### src/rtl/ex_mem_pkg.sv
// ex_mem_pkg: shared EX/MEM packet layout.
// The packet is packed MSB-first as
//   new_pc, zero, overflow, alu_out, rw, mem_wr, branch, mem_to_reg, reg_wr, bus_b
// The helpers below return the packet width and the LSB offset of each field
// for a given DATA_W / RW_W. Both pipeline stages use them, so the layout is
// defined in exactly one place.
package ex_mem_pkg;

   function automatic int pkt_w(input int data_w, input int rw_w);
      return 3*data_w + rw_w + 6;
   endfunction

   function automatic int off_bus_b();
      return 0;
   endfunction

   function automatic int off_reg_wr(input int data_w);
      return data_w;
   endfunction

   function automatic int off_mem_to_reg(input int data_w);
      return data_w + 1;
   endfunction

   function automatic int off_branch(input int data_w);
      return data_w + 2;
   endfunction

   function automatic int off_mem_wr(input int data_w);
      return data_w + 3;
   endfunction

   function automatic int off_rw(input int data_w);
      return data_w + 4;
   endfunction

   function automatic int off_alu_out(input int data_w, input int rw_w);
      return data_w + rw_w + 4;
   endfunction

   function automatic int off_overflow(input int data_w, input int rw_w);
      return 2*data_w + rw_w + 4;
   endfunction

   function automatic int off_zero(input int data_w, input int rw_w);
      return 2*data_w + rw_w + 5;
   endfunction

   function automatic int off_new_pc(input int data_w, input int rw_w);
      return 2*data_w + rw_w + 6;
   endfunction

endpackage

### src/rtl/ex_mem_stage_if.sv
// ex_mem_stage_if: valid/ready handshake on both sides of the EX/MEM register.
//   in_valid/in_ready/in_pkt    : upstream EX packet
//   out_valid/out_ready/out_pkt : downstream MEM packet
// slave  : view of the pipeline register itself
// master : view of the surrounding pipeline (EX producer + MEM consumer)
interface ex_mem_stage_if #(
   parameter int DATA_W = 32,
   parameter int RW_W   = 5
) ();
   import ex_mem_pkg::*;

   localparam int PKT_W = pkt_w(DATA_W, RW_W);

   logic             in_valid;
   logic             in_ready;
   logic [PKT_W-1:0] in_pkt;
   logic             out_valid;
   logic             out_ready;
   logic [PKT_W-1:0] out_pkt;

   modport slave (
      input  in_valid, in_pkt, out_ready,
      output in_ready, out_valid, out_pkt
   );

   modport master (
      output in_valid, in_pkt, out_ready,
      input  in_ready, out_valid, out_pkt
   );

endinterface

### src/rtl/ex_mem_stage.sv
// ex_mem_stage: EX/MEM pipeline register with a two-entry skid buffer.
// Ports:
//   clk       pipeline clock, state updates on the falling edge
//   rst_n     asynchronous active-low reset
//   flush     drop held and incoming packets
//   bus       ex_mem_stage_if.slave handshake (in_* from EX, out_* to MEM)
//   occupancy number of packets held (0..2)
// in_ready is the registered inverse of skid_valid, so there is no
// combinational path from out_ready back to in_ready.
module ex_mem_stage
   import ex_mem_pkg::*;
#(
   parameter int DATA_W   = 32,
   parameter int RW_W     = 5,
   parameter bit OVF_KILL = 1'b1
) (
   input  logic                  clk,
   input  logic                  rst_n,
   input  logic                  flush,
   ex_mem_stage_if.slave         bus,
   output logic [1:0]            occupancy
);

   localparam int PKT_W        = pkt_w(DATA_W, RW_W);
   localparam int OFF_REG_WR   = off_reg_wr(DATA_W);
   localparam int OFF_BRANCH   = off_branch(DATA_W);
   localparam int OFF_MEM_WR   = off_mem_wr(DATA_W);
   localparam int OFF_OVERFLOW = off_overflow(DATA_W, RW_W);

   logic             main_valid_q, main_valid_d;
   logic             skid_valid_q, skid_valid_d;
   logic [PKT_W-1:0] main_pkt_q, main_pkt_d;
   logic [PKT_W-1:0] skid_pkt_q, skid_pkt_d;
   logic             accept;
   logic             load_main;
   logic [PKT_W-1:0] out_pkt;

   always_comb begin
      accept       = bus.in_valid & ~skid_valid_q & ~flush;
      load_main    = ~main_valid_q | bus.out_ready;
      main_valid_d = main_valid_q;
      skid_valid_d = skid_valid_q;
      main_pkt_d   = main_pkt_q;
      skid_pkt_d   = skid_pkt_q;

      if (flush) begin
         main_valid_d = 1'b0;
         skid_valid_d = 1'b0;
      end else if (load_main) begin
         if (skid_valid_q) begin
            main_pkt_d   = skid_pkt_q;
            main_valid_d = 1'b1;
         end else if (accept) begin
            main_pkt_d   = bus.in_pkt;
            main_valid_d = 1'b1;
         end else begin
            main_valid_d = 1'b0;
         end
         // Whenever skid drains into main, in_ready was low, so nothing can
         // be accepted on that edge and skid always ends up empty here.
         skid_valid_d = 1'b0;
      end else if (accept) begin
         skid_pkt_d   = bus.in_pkt;
         skid_valid_d = 1'b1;
      end
   end

   always_ff @(negedge clk or negedge rst_n) begin
      if (!rst_n) begin
         main_valid_q <= 1'b0;
         skid_valid_q <= 1'b0;
         main_pkt_q   <= '0;
         skid_pkt_q   <= '0;
      end else begin
         main_valid_q <= main_valid_d;
         skid_valid_q <= skid_valid_d;
         main_pkt_q   <= main_pkt_d;
         skid_pkt_q   <= skid_pkt_d;
      end
   end

   // Side-effect controls are gated so a bubble can never write memory,
   // the register file or redirect the PC; data fields keep their last value.
   always_comb begin
      out_pkt = main_pkt_q;
      if (!main_valid_q) begin
         out_pkt[OFF_MEM_WR] = 1'b0;
         out_pkt[OFF_REG_WR] = 1'b0;
         out_pkt[OFF_BRANCH] = 1'b0;
      end
      if (OVF_KILL && main_pkt_q[OFF_OVERFLOW]) begin
         out_pkt[OFF_REG_WR] = 1'b0;
      end
   end

   assign bus.out_pkt   = out_pkt;
   assign bus.out_valid = main_valid_q;
   assign bus.in_ready  = ~skid_valid_q;
   assign occupancy     = {1'b0, main_valid_q} + {1'b0, skid_valid_q};

endmodule
### src/flat_wrapper.sv
// flat-port wrapper written by rule: the top's interface ports become plain ports
module ex_mem_stage_flat import ex_mem_pkg::*;
#(
   parameter int DATA_W   = 32,
   parameter int RW_W     = 5,
   parameter bit OVF_KILL = 1'b1
)
  (clk, rst_n, flush, occupancy, bus_in_valid, bus_in_pkt, bus_out_ready, bus_in_ready, bus_out_valid, bus_out_pkt);
  ex_mem_stage_if #(.DATA_W(DATA_W), .RW_W(RW_W)) bus_i ();
  input  logic clk;
  input  logic rst_n;
  input  logic flush;
  output logic [1:0] occupancy;
  input wire logic [$bits(bus_i.in_valid)-1:0] bus_in_valid;
  input wire logic [$bits(bus_i.in_pkt)-1:0] bus_in_pkt;
  input wire logic [$bits(bus_i.out_ready)-1:0] bus_out_ready;
  output wire logic [$bits(bus_i.in_ready)-1:0] bus_in_ready;
  output wire logic [$bits(bus_i.out_valid)-1:0] bus_out_valid;
  output wire logic [$bits(bus_i.out_pkt)-1:0] bus_out_pkt;
  assign bus_i.in_valid = bus_in_valid;
  assign bus_i.in_pkt = bus_in_pkt;
  assign bus_i.out_ready = bus_out_ready;
  assign bus_in_ready = bus_i.in_ready;
  assign bus_out_valid = bus_i.out_valid;
  assign bus_out_pkt = bus_i.out_pkt;
  ex_mem_stage #(.DATA_W(DATA_W), .RW_W(RW_W), .OVF_KILL(OVF_KILL)) u_core (.clk(clk), .rst_n(rst_n), .flush(flush), .bus(bus_i), .occupancy(occupancy));
endmodule
### config.mk
export PLATFORM = sky130hd
export DESIGN_NAME = ex_mem_stage_flat
export DESIGN_NICKNAME = d
export VERILOG_FILES = /design/src/rtl/ex_mem_pkg.sv /design/src/rtl/ex_mem_stage_if.sv /design/src/rtl/ex_mem_stage.sv /design/src/flat_wrapper.sv
export SDC_FILE = /design/constraint.sdc
export NUM_CORES = 1
export LEC_CHECK = 0
export ABC_AREA = 0
export CAP_MARGIN = 10
export CORE_MARGIN = 2
export CORE_UTILIZATION = 40
export CTS_BUF_LIST = sky130_fd_sc_hd__clkbuf_8
export CTS_CLUSTER_DIAMETER = 40
export CTS_CLUSTER_SIZE = 40
export DETAILED_ROUTE_END_ITERATION = 8
export GPL_TIMING_DRIVEN = 0
export PLACE_DENSITY = 0.7
export SYNTH_ARGS = -nofsm -noshare
export SYNTH_HDL_FRONTEND = slang
export SYNTH_SLANG_ARGS = --single-unit
export TNS_END_PERCENT = 10
### constraint.sdc
create_clock -name clk -period 2.4 [get_ports clk]
set_input_delay 0.48 -clock clk [delete_from_list [all_inputs] [get_ports clk]]
set_output_delay 0.48 -clock clk [all_outputs]
set_load 0.005 [all_outputs]
==> reports/results.tsv, run 1 <==
stage	metric	value	unit
routing	met3 wire length	1431	µm
final_layout	Nets	1089	
sta	Pins Over Slew Limit	0	
yosys	register area share after synthesis	53.49	%
routing	drt drc	0	
worst_setup_path	Critical Path Sink Type	output pin	
pwr	Internal Pwr Total	9071	µW
yosys	Mapped Avg Cell Area	14.67	µm²
routing	WL/cell	16.43	µm
flow_run	max_cap viols	0	
place	gpl congestion	0.7144	
worst_setup_path	CP startpoint kind	register	
routing	vias per inst	4.632	
grt	initial antenna violation count	1	
yosys	register bit total from synthesis	216	
pwr	sequential share of power	41.3	%
clock_tree	CTS H-tree lvls	2	
sta	worst setup margin	-0.6852	ns
sta	clock skew	0.01341	ns
final_layout	layout cell share with drive strength beyond 1	66.40	%
yosys	Syn Std Cell Area	10110	µm²
sta	RSZ-0062 raised after global routing	true	
pwr	Max VDD drop	0.5498	mV
floorplanning	Die Y	163.0	µm
yosys	Synth top area share	53.49	%
clock_tree	hold buffer count at CTS	0	
place	DP Cell Count	1242	
floorplanning	die width	163.0	µm
pwr	LEAKAGE	0.006474	µW
worst_setup_path	Critical Path Fanout Max	2	
sta	final setup violation count	308	
clock_tree	worst skew pair latency	0.50	ns
floorplanning	Core Region	24960	µm²
pwr	Gate power share	24.0	%
pwr	Net Sw Power	2864	µW
floorplanning	# rows	58	
clock_tree	Clock transition at path regs	0.05	ns
grt	overall routing resource usage	16.68	%
yosys	ranking of synthesized cells by area	dfrtn_1 (53%), mux2_2 (36%), buf_4 (7.9%)	
grt	vias in the first global route	6668	
clock_tree	cts bufs inserted	38	
final_layout	Antenna diodes	0	
grt	GRT overflow	0	
routing	Antenna Violating Nets Remaining	0	
worst_setup_path	WS Path Type	register to output pin	
outcome	outcome	finished with violations	
sta	worst slew pin tran	0.7908	ns
worst_setup_path	Crit path arrival time	2.61	ns
routing	Iter 0 DRT Violations	215	
floorplanning	I/O pins	223	
place	DP HPWL	14280	µm
final_layout	final instance count without filler cells	1336	
grt	largest net degree at the start of global routing	117	
routing	Post-Route WL	21950	µm
sta	Max-slew headroom	47.28	%
outcome	failing checks	setup timing	
floorplanning	die area	26550	µm²
floorplanning	Initial Utilization	40.48	%
yosys	Cells after Synth	689	
pwr	sw frac	24.00	%
worst_setup_path	CP required	1.92	ns
final_layout	Area growth, synth to finish	43.01	%
yosys	Ys Warns	0	
yosys	area leader, netlist	dfrtn_1	
pwr	Clock power frac	34.8	%
clock_tree	Clock Tree Buf Depth	3	
routing	via count	6188	
worst_hold_path	Hold WC Path Type	register to register	
routing	Top Metal Used	met5	
sta	Hold Vio Cnt, Final	0	
routing	First-pass DRT Iterations	4	
routing	wire length on met2	10570	µm
pwr	total power	11940	µW
place	IO Port Bufs	222	
yosys	syn nets	802	
pwr	power per standard cell area	825.8	nW/µm²
clock_tree	Clock Sinks	216	
grt	first-pass GRT wire length	35110	µm
routing	metal1 wirelength	9541	µm
clock_tree	Root Buffer Master	clkbuf_8	
clock_tree	CTS tree	done	
yosys	post-synth cell types	19	
## worst max-delay path, stage by stage (launching register included)
cell     delay (ns)
dfrtn_1        0.46
buf_6          0.12
buf_6          0.08
nand2_2        0.03
nor2_1         0.08
buf_2          0.13
## sequential cells by signal, summed over array words and instances (netlist names)
name and count:
u_core.main_pkt_q 107, u_core.skid_pkt_q 107, u_core.skid_valid_q 1, u_core.bus.out_valid 1
## final cells by class
cell class | count | area [µm²]
timing repair buffer | 260 | 2751
buffer | 125 | 1099
clock inverter | 26 | 336.6
multi-input combinational | 334 | 3839
clock buffer | 44 | 605.6
tap | 330 | 412.9
inverter | 1 | 3.754
sequential | 216 | 5405
fill | 2079 | 10510
## layer usage
| metal | up-vias | track usage, % |
|---|---|---|
| met4 | 2 | 4.867 |
| met2 | 158 | 26.98 |
| met1 | 3102 | 21.70 |
| met3 | 36 | 5.017 |
| met5 | - | 0 |
| li1 | 2890 | - |
## synth_stat cells, drive strengths merged
cell type and instances:
nor3 2, buf 137, and2 2, nand2b 1
dfrtn 216, nand3 1, inv 1, mux2 321
nor2 3, clkbuf 1, and2b 1, nand2 1
ha 1, a21oi 1
## final timing paths
| path | start | slack [ns] | end | cells after the start |
|---|---|---|---|---|
| min in group asynchronous | rst_n | 1.08 | u_core.skid_pkt_q[22] | 1 |
| hold reg to reg | u_core.skid_pkt_q[75] | 0.44 | u_core.skid_pkt_q[75] | 1 |
| max in group asynchronous | rst_n | 0.25 | u_core.skid_pkt_q[58] | 2 |
| setup / recovery | u_core.bus.out_valid | -0.69 | bus_out_pkt[32] | 5 |
| hold / removal | u_core.skid_pkt_q[75] | 0.44 | u_core.skid_pkt_q[75] | 1 |
| setup reg to reg | u_core.skid_valid_q | 0.27 | u_core.main_pkt_q[34] | 5 |
## placed cells by master, fill, tap and decap left out
master / n
mux2_2: 294
dfrtn_1: 216
buf_6: 145
buf_4: 108
clkdlybuf4s50_1: 107
clkbuf_8: 44
mux2_4: 25
clkinv_2: 9
buf_1: 7
bufinv_16: 7
buf_12: 5
buf_16: 5
inv_6: 4
clkinv_4: 4
and2_4: 2
buf_8: 2
mux2_1: 2
buf_2: 2
clkdlybuf4s15_2: 2
inv_2: 1
nand2_2: 1
nor2_1: 1
and2b_4: 1
nor2_2: 1
nand3_4: 1
nor2_4: 1
nor3_4: 1
clkbuf_1: 1
nand2b_1: 1
nor3_1: 1
a21oi_1: 1
ha_4: 1
inv_1: 1
clkinvlp_4: 1
clkbuf_2: 1
## metrics by stage
stage	setup slack [ns]	util (%)	hold slack, ns	TNS [ns]	cell area [µm²]
detailed placement	-1.394	51.18	0.4414	-333.76	12780
global placement	-9.649	51.05	0.4296	-2370.19	12740
CTS	-0.7540	57.42	0.4413	-63.03	14340
finish	-0.6852	57.89	0.4368	-61.24	14450
floorplan	-0.5044	-	0.4192	-84.05	10110
global route	-0.7556	57.89	0.4507	-74.43	14450
## kinds of logic after synthesis
family,synth area share [%]
buffers and inverters,9.830
DFF,53.49
AOI/OAI and AO/OA,0.04948
adders and majority gates,0.1238
and+or+nand+nor,0.7428
muxes,35.77
## power groups by stage
stage	Combinational (µW)	Sequential (µW)	Clock, µW
6_report	2860	4930	4150
2_1_floorplan	1460	4840	0
3_3_place_gp	2540	4920	0
4_1_cts	2840	4900	4290
5_1_grt	3080	5030	4460
3_5_place_dp	2590	4950	0
## repair_timing
item / in CTS / in global routing
cloned: 4 / 0
pin swaps: 5 / 2
setup buffers: 26 / 8
setup endpoints to repair: 325 / 322
hold endpoints to repair: 0 / 0
gates resized for setup: 424 / 52
Power figures use the tool's default switching activity.
==> run 2: changes to the inputs <==
--- a/config.mk
+++ b/config.mk
@@ -8,13 +8,13 @@
 export ABC_AREA = 0
 export CAP_MARGIN = 10
 export CORE_MARGIN = 2
-export CORE_UTILIZATION = 40
+export CORE_UTILIZATION = 53
 export CTS_BUF_LIST = sky130_fd_sc_hd__clkbuf_8
 export CTS_CLUSTER_DIAMETER = 40
 export CTS_CLUSTER_SIZE = 40
 export DETAILED_ROUTE_END_ITERATION = 8
 export GPL_TIMING_DRIVEN = 0
-export PLACE_DENSITY = 0.7
+export PLACE_DENSITY = 0.87
 export SYNTH_ARGS = -nofsm -noshare
 export SYNTH_HDL_FRONTEND = slang
 export SYNTH_SLANG_ARGS = --single-unit
==> run 2 against run 1 <==
  * The flow still finishes with violations (setup timing)
  * Non-clock buffer count shrank 1
  * Global-route usage grew 4.9 points
  * Utilization grew 17 points
  * Sequential power is essentially flat
  * Largest cell class unchanged
  * Critical endpoint is now occupancy[0]
  * Critical path depth shrank 2
  * Routed wire length shrank 1.4%
  * Die area shrank 24%
  * Sequential share of layout area grew 1.4 points
  * Final cell count shrank 8.7%
  * Largest power group unchanged
  * Total power shrank 6.0%
==> reports/results.tsv, run 2 (synthesized netlist as in run 1, its figures left out) <==
stage	metric	value	unit	change
floorplanning	die width	142.1	µm	-13%
floorplanning	Core Region	18710	µm²	-25%
routing	Post-Route WL	21640	µm	-1.4%
final_layout	final instance count without filler cells	1220		-8.7%
routing	WL/cell	17.74	µm	+7.9%
sta	Max-slew headroom	58.41	%	+11 points
sta	worst setup margin	-0.7102	ns	-0.02494 ns
pwr	Max VDD drop	0.5407	mV	-1.7%
sta	Pins Over Slew Limit	0		unchanged
floorplanning	Die Y	142.1	µm	-13%
floorplanning	I/O pins	223		unchanged
clock_tree	Root Buffer Master	clkbuf_8		
worst_setup_path	max incr delay on CP	0.49	ns	+0.03 ns
worst_setup_path	crit-path leading delay family	flip-flops		
sta	worst slew pin tran	0.6238	ns	-0.1669 ns
worst_setup_path	Crit path arrival time	2.63	ns	+0.02 ns
final_layout	most common cell after layout, fill and taps aside	mux2_2		
pwr	LEAKAGE	0.006220	µW	-3.9%
worst_setup_path	WS Path Type	register to output pin		
floorplanning	die area	20190	µm²	-24%
worst_setup_path	CP max stage cell	dfrtn_1		
worst_setup_path	CP cell instances	buf_6 > ha_4 > buf_6		
final_layout	layout cell share with drive strength beyond 1	66.13	%	-0.28 points
worst_setup_path	worst path bufs/invs	2		-1
worst_setup_path	crit-path most repeated cell	buf_6		
sta	RSZ-0062 raised after global routing	true		
place	IO Port Bufs	222		unchanged
clock_tree	cts bufs inserted	29		-24%
sta	Fin Hold WS	0.4456	ns	+0.008800 ns
floorplanning	# rows	50		-14%
routing	Iter 0 DRT Violations	184		-14%
final_layout	post-layout util	74.40	%	+17 points
routing	drt drc	0		unchanged
clock_tree	CTS tree	done		
place	DP HPWL	14210	µm	-0.45%
worst_setup_path	Critical Path Fanout Max	4		+2
clock_tree	Clock Sinks	216		unchanged
clock_tree	CTS H-tree lvls	1		-1
worst_setup_path	CP startpoint kind	register		
grt	overall routing resource usage	21.53	%	+4.9 points
routing	vias per inst	5.075		+9.6%
grt	first-pass GRT wire length	34690	µm	-1.2%
final_layout	Antenna diodes	0		unchanged
grt	vias in the first global route	6839		+2.6%
outcome	failing checks	setup timing		
pwr	total power	11220	µW	-6.0%
worst_setup_path	Critical Path Sink Type	output pin		
worst_setup_path	CP required	1.92	ns	about the same
sta	Hold Vio Cnt, Final	0		unchanged
sta	clock skew	0.01468	ns	+0.001270 ns
grt	largest net degree at the start of global routing	93		-21%
place	Setup WS pre-CTS	-1.317	ns	+0.07702 ns
routing	First-pass DRT Iterations	4		unchanged
sta	final setup violation count	277		-10%
clock_tree	worst skew pair latency	0.52	ns	+0.02 ns
final_layout	Nets	1079		-0.92%
worst_hold_path	Hold WC Path Type	register to register		
place	gpl congestion	0.7189		+0.63%
place	DP Cell Count	1147		-7.6%
clock_tree	Clock Tree Buf Depth	3		unchanged
floorplanning	Initial Utilization	54.03	%	+14 points
final_layout	Area growth, synth to finish	37.71	%	
pwr	power per standard cell area	806.0	nW/µm²	-2.4%
final_layout	most frequent cells in the layout	mux2_2 (319), dfrtn_1 (216), buf_6 (131)		
grt	initial antenna violation count	0		-1
routing	via count	6191		+0.048%
routing	Antenna Violating Nets Remaining	0		unchanged
flow_run	max_cap viols	0		unchanged
grt	GRT overflow	0		unchanged
final_layout	Largest regs	u_core.main_pkt_q x107, u_core.skid_pkt_q x107		
final_layout	Fill cells	1198		-42%
clock_tree	Clock transition at path regs	0.05	ns	about the same
outcome	outcome	finished with violations		
[run 2: final cells by class]
| type | count | area (µm²) | share of cell area [%] |
|---|---|---|---|
| buffer | 121 | 1061 | 7.624 |
| clock buffer | 31 | 426.7 | 3.066 |
| clock inverter | 20 | 304.0 | 2.185 |
| inverter | 1 | 3.754 | 0.02697 |
| multi-input combinational | 334 | 3750 | 26.94 |
| sequential | 216 | 5405 | 38.84 |
| tap | 234 | 292.8 | 2.104 |
| timing repair buffer | 263 | 2674 | 19.21 |
[run 2: power by group]
group	total, µW	internal [µW]	switching, µW
Clock	3470	1990	1480
Combinational	2820	1990	827
Sequential	4940	4520	413
[run 2: through the flow]
stage	setup TNS, ns	area, µm²
finish	-60.38	13920
global route	-69.55	13920
CTS	-79.82	13880
detailed placement	-308.21	12680
global placement	-2282.88	12620
floorplan	-84.05	10110
[run 2: worst paths after layout]
check | startpoint | endpoint | slack (ns) | cells after the start
worst max register to register | u_core.skid_valid_q | u_core.main_pkt_q[61] | 0.30 | 5
max in group asynchronous | rst_n | u_core.main_pkt_q[9] | 0.29 | 3
worst min register to register | u_core.skid_pkt_q[76] | u_core.skid_pkt_q[76] | 0.45 | 1
min in group asynchronous | rst_n | u_core.main_pkt_q[62] | 0.95 | 1
worst min-delay path | u_core.skid_pkt_q[76] | u_core.skid_pkt_q[76] | 0.45 | 1
worst max-delay path | u_core.bus.out_valid | occupancy[0] | -0.71 | 3
[run 2: routing by layer]
layer | global-route usage (%) | share of wire, % | vias to the layer above
met2 | 37.60 | 50 | 183
met3 | 4.812 | 6.2 | 47
met5 | 0 | 0 | -
li1 | - | - | 2868
met1 | 26.21 | 41 | 3093
met4 | 7.947 | 3.1 | 0
[run 2: timing repair]
| action | in CTS | in global routing |
|---|---|---|
| pin swaps | 5 | 2 |
| setup endpoints to repair | 325 | 325 |
| gates resized for setup | 442 | 33 |
| buffers inserted | 32 | 8 |
| hold buffers | 0 | 0 |
